`src/rtl/hbridge_gate_ctrl_pkg.sv`:
```
// Shared drivetrain definitions: bridge states, request codes, gate map and default timing.
// Pure declarations; no latency and no flow control.
package hbridge_gate_ctrl_pkg;

  typedef enum logic [2:0] {
    ST_OFF   = 3'd0,
    ST_DEAD  = 3'd1,
    ST_FWD   = 3'd2,
    ST_REV   = 3'd3,
    ST_BRAKE = 3'd4,
    ST_FAULT = 3'd5
  } bridge_state_e;

  // {pwm_a, pwm_b} request codes
  localparam logic [1:0] REQ_OFF   = 2'b00;
  localparam logic [1:0] REQ_REV   = 2'b01;
  localparam logic [1:0] REQ_FWD   = 2'b10;
  localparam logic [1:0] REQ_BRAKE = 2'b11;

  localparam int DEAD_CYCLES_DEF = 50;
  localparam int FAULT_FILT_DEF  = 4;

  typedef struct packed {
    logic ha;
    logic la;
    logic hb;
    logic lb;
  } gates_t;

  function automatic bridge_state_e decode_req(input logic [1:0] req);
    case (req)
      REQ_FWD:   return ST_FWD;
      REQ_REV:   return ST_REV;
      REQ_BRAKE: return ST_BRAKE;
      default:   return ST_OFF;
    endcase
  endfunction

  // Only conducting states drive gates; each leg never gets both switches.
  function automatic gates_t gate_map(input bridge_state_e st);
    gates_t g;
    g = '0;
    case (st)
      ST_FWD:   begin g.ha = 1'b1; g.lb = 1'b1; end
      ST_REV:   begin g.hb = 1'b1; g.la = 1'b1; end
      ST_BRAKE: begin g.la = 1'b1; g.lb = 1'b1; end
      default:  g = '0;
    endcase
    return g;
  endfunction

endpackage

```
`src/rtl/hbridge_gate_ctrl_fault_filter.sv`:
```
// Over-current filter: 2-flop sync of fault_n, then a consecutive-low counter.
// fault_det_o pulses one cycle, registered, on the clk the count reaches FAULT_FILT; no backpressure.
module hbridge_gate_ctrl_fault_filter
  import hbridge_gate_ctrl_pkg::*;
#(
  parameter int FAULT_FILT = FAULT_FILT_DEF
) (
  input  logic clk,
  input  logic rst_n,
  input  logic fault_n_i,
  output logic fault_ok_o,
  output logic fault_det_o
);

  localparam int FW = $clog2(FAULT_FILT + 1);
  localparam logic [FW-1:0] FILT_MAX = FW'(FAULT_FILT);

  logic [1:0]    sync_q;
  logic [FW-1:0] cnt_q, cnt_d;
  logic          det_q;

  always_comb begin
    cnt_d = cnt_q;
    if (sync_q[1]) begin
      cnt_d = '0;
    end else if (cnt_q != FILT_MAX) begin
      cnt_d = cnt_q + FW'(1);
    end
  end

  always_ff @(posedge clk or negedge rst_n) begin
    if (!rst_n) begin
      sync_q <= 2'b11;
      cnt_q  <= '0;
      det_q  <= 1'b0;
    end else begin
      sync_q <= {sync_q[0], fault_n_i};
      cnt_q  <= cnt_d;
      // Edge of saturation only, so a held fault yields a single detection.
      det_q  <= (cnt_d == FILT_MAX) && (cnt_q != FILT_MAX);
    end
  end

  assign fault_ok_o  = sync_q[1];
  assign fault_det_o = det_q;

endmodule

```
`src/rtl/hbridge_gate_ctrl.sv`:
```
// H-bridge gate sequencer with dead time, brake decode and latched filtered fault.
// Gates follow a request change after 1 clk (plus DEAD_CYCLES when leaving a conducting state); no backpressure.
module hbridge_gate_ctrl
  import hbridge_gate_ctrl_pkg::*;
#(
  parameter int DEAD_CYCLES = DEAD_CYCLES_DEF,
  parameter int FAULT_FILT  = FAULT_FILT_DEF
) (
  input  logic       clk,
  input  logic       rst_n,
  input  logic       pwm_a,
  input  logic       pwm_b,
  input  logic       fault_n,
  input  logic       fault_clr,
  output logic       gate_ha,
  output logic       gate_la,
  output logic       gate_hb,
  output logic       gate_lb,
  output logic       dead_active,
  output logic       fault_latched,
  output logic [2:0] bridge_state
);

  localparam int DW = $clog2(DEAD_CYCLES + 1);
  localparam logic [DW-1:0] DEAD_LOAD = DW'(DEAD_CYCLES - 1);

  bridge_state_e state_q, state_d, req_state;
  logic [DW-1:0] dcnt_q, dcnt_d;
  gates_t        gates_q;
  logic          dead_q, flt_q;
  logic          fault_ok, fault_det;

  hbridge_gate_ctrl_fault_filter #(
    .FAULT_FILT(FAULT_FILT)
  ) u_fault_filter (
    .clk        (clk),
    .rst_n      (rst_n),
    .fault_n_i  (fault_n),
    .fault_ok_o (fault_ok),
    .fault_det_o(fault_det)
  );

  assign req_state = decode_req({pwm_a, pwm_b});

  // Priority: fault detection, then fault clear, then request-driven moves.
  always_comb begin
    state_d = state_q;
    dcnt_d  = dcnt_q;
    if (fault_det) begin
      state_d = ST_FAULT;
    end else begin
      case (state_q)
        ST_OFF: state_d = req_state;
        ST_FWD, ST_REV, ST_BRAKE: begin
          if (req_state != state_q) begin
            state_d = ST_DEAD;
            dcnt_d  = DEAD_LOAD;
          end
        end
        ST_DEAD: begin
          if (dcnt_q == '0) begin
            state_d = req_state;
          end else begin
            dcnt_d = dcnt_q - DW'(1);
          end
        end
        ST_FAULT: begin
          if (fault_clr && fault_ok) begin
            state_d = ST_OFF;
          end
        end
        default: state_d = ST_OFF;
      endcase
    end
  end

  // Outputs are decoded from the next state so they align with state_q glitch-free.
  always_ff @(posedge clk or negedge rst_n) begin
    if (!rst_n) begin
      state_q <= ST_OFF;
      dcnt_q  <= '0;
      gates_q <= '0;
      dead_q  <= 1'b0;
      flt_q   <= 1'b0;
    end else begin
      state_q <= state_d;
      dcnt_q  <= dcnt_d;
      gates_q <= gate_map(state_d);
      dead_q  <= (state_d == ST_DEAD);
      flt_q   <= (state_d == ST_FAULT);
    end
  end

  assign gate_ha       = gates_q.ha;
  assign gate_la       = gates_q.la;
  assign gate_hb       = gates_q.hb;
  assign gate_lb       = gates_q.lb;
  assign dead_active   = dead_q;
  assign fault_latched = flt_q;
  assign bridge_state  = state_q;

endmodule

```
`config.mk`:
```
export PLATFORM = sky130hd
export DESIGN_NAME = hbridge_gate_ctrl
export DESIGN_NICKNAME = d
export VERILOG_FILES = /design/src/rtl/hbridge_gate_ctrl_pkg.sv /design/src/rtl/hbridge_gate_ctrl_fault_filter.sv /design/src/rtl/hbridge_gate_ctrl.sv
export SDC_FILE = /design/constraint.sdc
export NUM_CORES = 1
export LEC_CHECK = 0
export CORE_MARGIN = 10
export CORE_UTILIZATION = 54
export DETAILED_ROUTE_END_ITERATION = 7
export HOLD_SLACK_MARGIN = 0.12
export PLACE_DENSITY = 0.81
export SYNTH_ARGS = -nofsm -noshare
export SYNTH_HDL_FRONTEND = slang
export SYNTH_SLANG_ARGS = --single-unit
```
`constraint.sdc`:
```
create_clock -name clk -period 2.1 [get_ports clk]
set_input_delay 0.525 -clock clk [delete_from_list [all_inputs] [get_ports clk]]
set_output_delay 0.525 -clock clk [all_outputs]
set_load 0.02 [all_outputs]
```
Yosys cells after proc, flatten, opt, wreduce, memory -nomap -nowiden. Cells that the tools add are included. Widths: inputs -> output; s select.

Register bits: 21. Latch bits: 0. Bits in writable memories: 0. Memory bits (read-only): 0. Output and inout bits: 9. Memories: 0.

Add/sub/neg operators: 2. Multiply operators: 0. Divide/modulo/power cells: 0. $lt $le $gt $ge: 0. Equality and inequality tests: 18. Shift-type cells: 0. Mux-type cells: 15. Bitwise operators: 1. Reductions and logical operators: 9.

Operator list (number): $mux 3 (6); $eq 3x3->1 const B (5); $eq 3x2->1 const B (4); $mux 6 (2); $pmux 3 s4 (1); $pmux 6 s2 (1); $pmux 3 s3 (1); $eq 3x1->1 const B (2); $logic_not 6->1 (1); $sub 6x1->6 const B (1); $eq 2x2->1 const B (2); $mux 1 (4); $ne 2x2->1 const B (2); $reduce_and 4->1 (1); $reduce_or 2->1 (2); $add 3x1->3 const B (1); $logic_not 3->1 (1); $ne 3x3->1 (1); $ne 3x3->1 const B (1); $reduce_or 3->1 (1); $eq 2x1->1 const B (1); $logic_and 1x1->1 (2); $reduce_bool 2->1 (1); $not 1->1 (1).

Depth between registers and ports, before layout.
Depth in word-level cells: 9. Depth in mapped cells: 7.

By module. A second synthesis with hierarchy kept.

Cells, all modules: 113. Area total of the unflattened synthesis: 1222.4 µm².

Modules (own cells, without submodules): hbridge_gate_ctrl (times used 1, cells each 91, area an instance 952.2 µm²); hbridge_gate_ctrl_fault_filter (times used 1, cells each 22, area an instance 270.3 µm²).

Least setup slack after synthesis. Ideal clock, no wire load.

Path kind: input to register. Start point: input port pwm_a. End point: register gates_q (netlist bit gate_ha). Setup time: 0.067 ns. Data arrival time: 1.961 ns. Slack: 0.071 ns. Stages on the path: 7. Buffers on the path: 0. Cell sequence: inv_1 > ha_1 > or4_1 > o21ai_0 > o21ai_0 > nor2_1 > and4_2.

Word-level cells in the longest chain between the ends: 8.

RTL lines: start, declared (RTL line hbridge_gate_ctrl.sv:11) `input logic pwm_a,`; $eq 2x2->1 or $eq 2x1->1 (tied branches) (RTL line hbridge_gate_ctrl_pkg.sv:31) `case (req)`; $pmux 3 s3 (*) (RTL line hbridge_gate_ctrl_pkg.sv:31); $ne 3x3->1 (RTL line hbridge_gate_ctrl.sv:55) `if (req_state != state_q) begin`; $mux 3 (RTL line hbridge_gate_ctrl.sv:55); $pmux 3 s4 (*) (RTL line hbridge_gate_ctrl.sv:52) `case (state_q)`; $mux 3 (*) (RTL line hbridge_gate_ctrl.sv:49) `if (fault_det) begin`; $eq 3x2->1 (*) (RTL line hbridge_gate_ctrl_pkg.sv:43) `case (st)`; $mux 1 (*) (RTL line hbridge_gate_ctrl_pkg.sv:43); end signal, assigned (RTL line hbridge_gate_ctrl.sv:88) `gates_q <= gate_map(state_d);`; end, declared (RTL line hbridge_gate_ctrl.sv:29) `gates_t gates_q;`.

Every way passes the cells marked *; elsewhere a longest branch is shown, timed or not. A chain may end at the register's enable or synchronous reset.

Worst setup path in the final report.
Start point: register state_q[2], in the netlist bridge_state[2]. End point: output port bridge_state[2].

RTL lines: start, declared (RTL line hbridge_gate_ctrl.sv:27) `bridge_state_e state_q, state_d, req_state;`; start signal, assigned (RTL line hbridge_gate_ctrl.sv:86) `state_q <= state_d;`; end, declared (RTL line hbridge_gate_ctrl.sv:21) `output logic [2:0] bridge_state`.

No word-level cell between the ends.

==> metrics.cfg <==
[logic_synthesis]
ys_types = 46
synth_top_area_share_pct = 39.46
synth_area_um2 = 1205
yosys_warnings = 0
synth_top_area_cell = dfrtp_1
ys_seq_area_share_pct = 43.82
syn-num-nets = 131
syn_inst = 119
ys.flop_type = dfrtp_1
ys_seq_elements = 21
synth-edff-count = 0
ys_top_cells_by_area = dfrtp_1, ha_1, dfstp_2
synthArstFlopShare_pct = 100.0
synth.avg_cell_area_um2 = 10.13

[clocking]
cts_made_buffers = 3
cts-root-buf = clkbuf_4
htreeDepth = 1
cts_tree = done
clk_path_buf_depth = 2
clk_latency_ns = 0.30
clk_pin_slew_worst_paths_ns = 0.13
clock_sinks = 21
cts-hold-fix-buffers = 0

[pwr]
swShare_pct = 42.12
p_int_mw = 1.206
p_leak_nw = 0.6649
switching_power_uw = 877.3
power_frac_comb_pct = 57.9
p_clk_share_pct = 9.7
pwr-share-seq_pct = 32.3
finalPower_mw = 2.083
vdd_drop_max_mv = 0.7996
p_per_area_nw_per_um2 = 1331

[critical_path]
critPathArrivalTime_ns = 1.51
cp_top_family = buffers and inverters
r2r_cells = 7
crit_required_ns = 1.57
worst-path-max-fanout = 7
r2r-start = bridge_state[0]
r2r-end = gate_la
crit_path_cell_trace = clkdlybuf4s50_1
crit_path_start_kind = flip-flop
critical-path-max-stage-delay_ns = 0.67
crit_buf_inv = 1
r2r_setup_slack_ns = 0.33
slowest_stage = clkdlybuf4s50_1
worstSetupPathType = reg2out
cp-end-kind = output pin

[sta]
slew_viol_final = 0
rsz0062_at_grt = no
finalCritPeriodShare_pct = 96.93
fmax_mhz = 491.3
setup_viol = 0
skew_ns = 0.006068
tightestPinTransition_ns = 0.3600
fin_setup_tns_ns = 0
fin_ws_ns = 0.06438
hold_violations = 0
slew_headroom_pct = 75.86
fin_hold_ws_ns = 0.3649
period_minus_slack_ns = 2.036

[finish]
num-nets-final = 162
final_cell_mix = dfrtp_1, buf_4, clkdlybuf4s50_1
layout-drive-gt1-share_pct = 28.86
layout_commonest_cell = dfrtp_1
fillCellCount = 160
finalNonFillerCells = 177
area_delta_synth_final_pct = 29.91
n_antenna_cell = 0

[global_route]
grtUsageTotal_pct = 12.86
antenna_found_initial = 0
grt_overflow_total = 0
grt_pass1_vias = 1031
grt_pass1_wl_mm = 4.623
grt_max_degree = 22

[routing]
num_vias = 1008
ant_nets = 0
routed_wirelength_mm = 2.673
avgRoutedWirePerCell_um = 15.10
drc = 0
dr.first_iter.drc_count = 41
vias_per_cell = 5.695
wl_met1_mm = 1.156
dr.pass1.iters = 4
highest_layer = met4
route.met2.wl_mm = 1.345
dr_wl_met3_um = 132

[worst_hold_path]
hold_depth = 0
min_from = u_fault_filter.sync_q[0]
hp-class = reg2reg
worst_hold_path.endpoint = u_fault_filter.sync_q[1]

[placement]
port_buffers = 14
dpl.hpwl_mm = 1.947
gp_congestion = 0.9132
placedCellCount = 171
pre_cts_slack_ns = -0.5708

[outcome]
status = finished clean

[flow_run]
maxCapViolCount = 0

[die]
design.die.area_um2 = 4521
core_area_um2 = 2170
initial_core_util_pct = 55.54
rows = 17
fp.dieH_um = 67.24
pin_count = 15
die_w_um = 67.24

[repair_timing]
action                                  CTS  global route
pin swaps                                 5             0
endpoints found under the hold margin     0             0
gates resized for setup                  15             1
buffers inserted                          2             0
endpoints found under the setup margin   14             1
[area by class of cell]
cell class,count,area (um2),area share (%)
clock buffers,3,22.52,1.439
inverters,10,37.54,2.398
flip-flops and latches,21,529.3,33.81
repair buffers,30,257.7,16.47
well taps,28,35.03,2.238
multi-input cells,84,675.6,43.17
clock inverters,1,7.507,0.4796
[stage by stage]
stage,cell area [um2],util (%)
after floorplan,1205,-
after global placement,1460,67.30
after detailed placement,1460,67.30
after CTS,1564,72.09
after global routing,1565,72.15
final,1565,72.15
[layer usage]
metal | GRT usage, % | vias to the layer above
li1 | - | 483
met2 | 23.10 | 17
met4 | 4.359 | 0
met5 | 0 | -
met3 | 2.810 | 4
met1 | 14.69 | 504
[worst max path at each step]
stage               depth (start not counted)  slack, ns         endpoint            start
floorplan                                   7       0.07          gate_ha            pwm_a
global placement                            8      -0.47          gate_ha            pwm_a
detailed placement                          8      -0.57          gate_ha            pwm_a
CTS                                         1       0.02  bridge_state[1]  bridge_state[1]
global route                                8      0.009          gate_ha            pwm_a
finish                                      1       0.06  bridge_state[2]  bridge_state[2]
[registers in the layout (all words and copies together) (netlist names)]
| signal | count |
|---|---|
| u_fault_filter.fault_det_o | 1 |
| gate_ha | 1 |
| u_fault_filter.cnt_q | 3 |
| u_fault_filter.sync_q | 2 |
| gate_la | 1 |
| dead_active | 1 |
| dcnt_q | 6 |
| fault_latched | 1 |
| gate_lb | 1 |
| gate_hb | 1 |
| bridge_state | 3 |
[synthesized netlist by cell type, types with 4 or more instances]
library cell / count
nand3_1: 4
nor2_1: 7
inv_1: 10
a21oi_1: 5
o21ai_0: 6
ha_1: 6
dfrtp_1: 19
nand2_1: 10
[power groups by stage]
stage | sequential [mW] | clock, mW | combinational (mW)
floorplan | 0.714 | 0 | 0.682
global route | 0.692 | 0.219 | 1.32
detailed placement | 0.676 | 0 | 1.09
finish | 0.673 | 0.203 | 1.21
global placement | 0.672 | 0 | 1.04
CTS | 0.669 | 0.207 | 1.20
[cells by family after synthesis]
group                    after synthesis  share of synthesized area (%)
AND/OR/NAND/NOR                       43                          21.70
AO/OA/AOI/OAI                         31                          20.04
flip-flops                            21                          43.82
buffers and inverters                 14                          5.192
adder cells (fa/ha/maj)                6                          6.230
XOR/XNOR                               3                          2.181
multiplexers                           1                         0.8308
No activity file was read; power rests on OpenSTA's default activity.
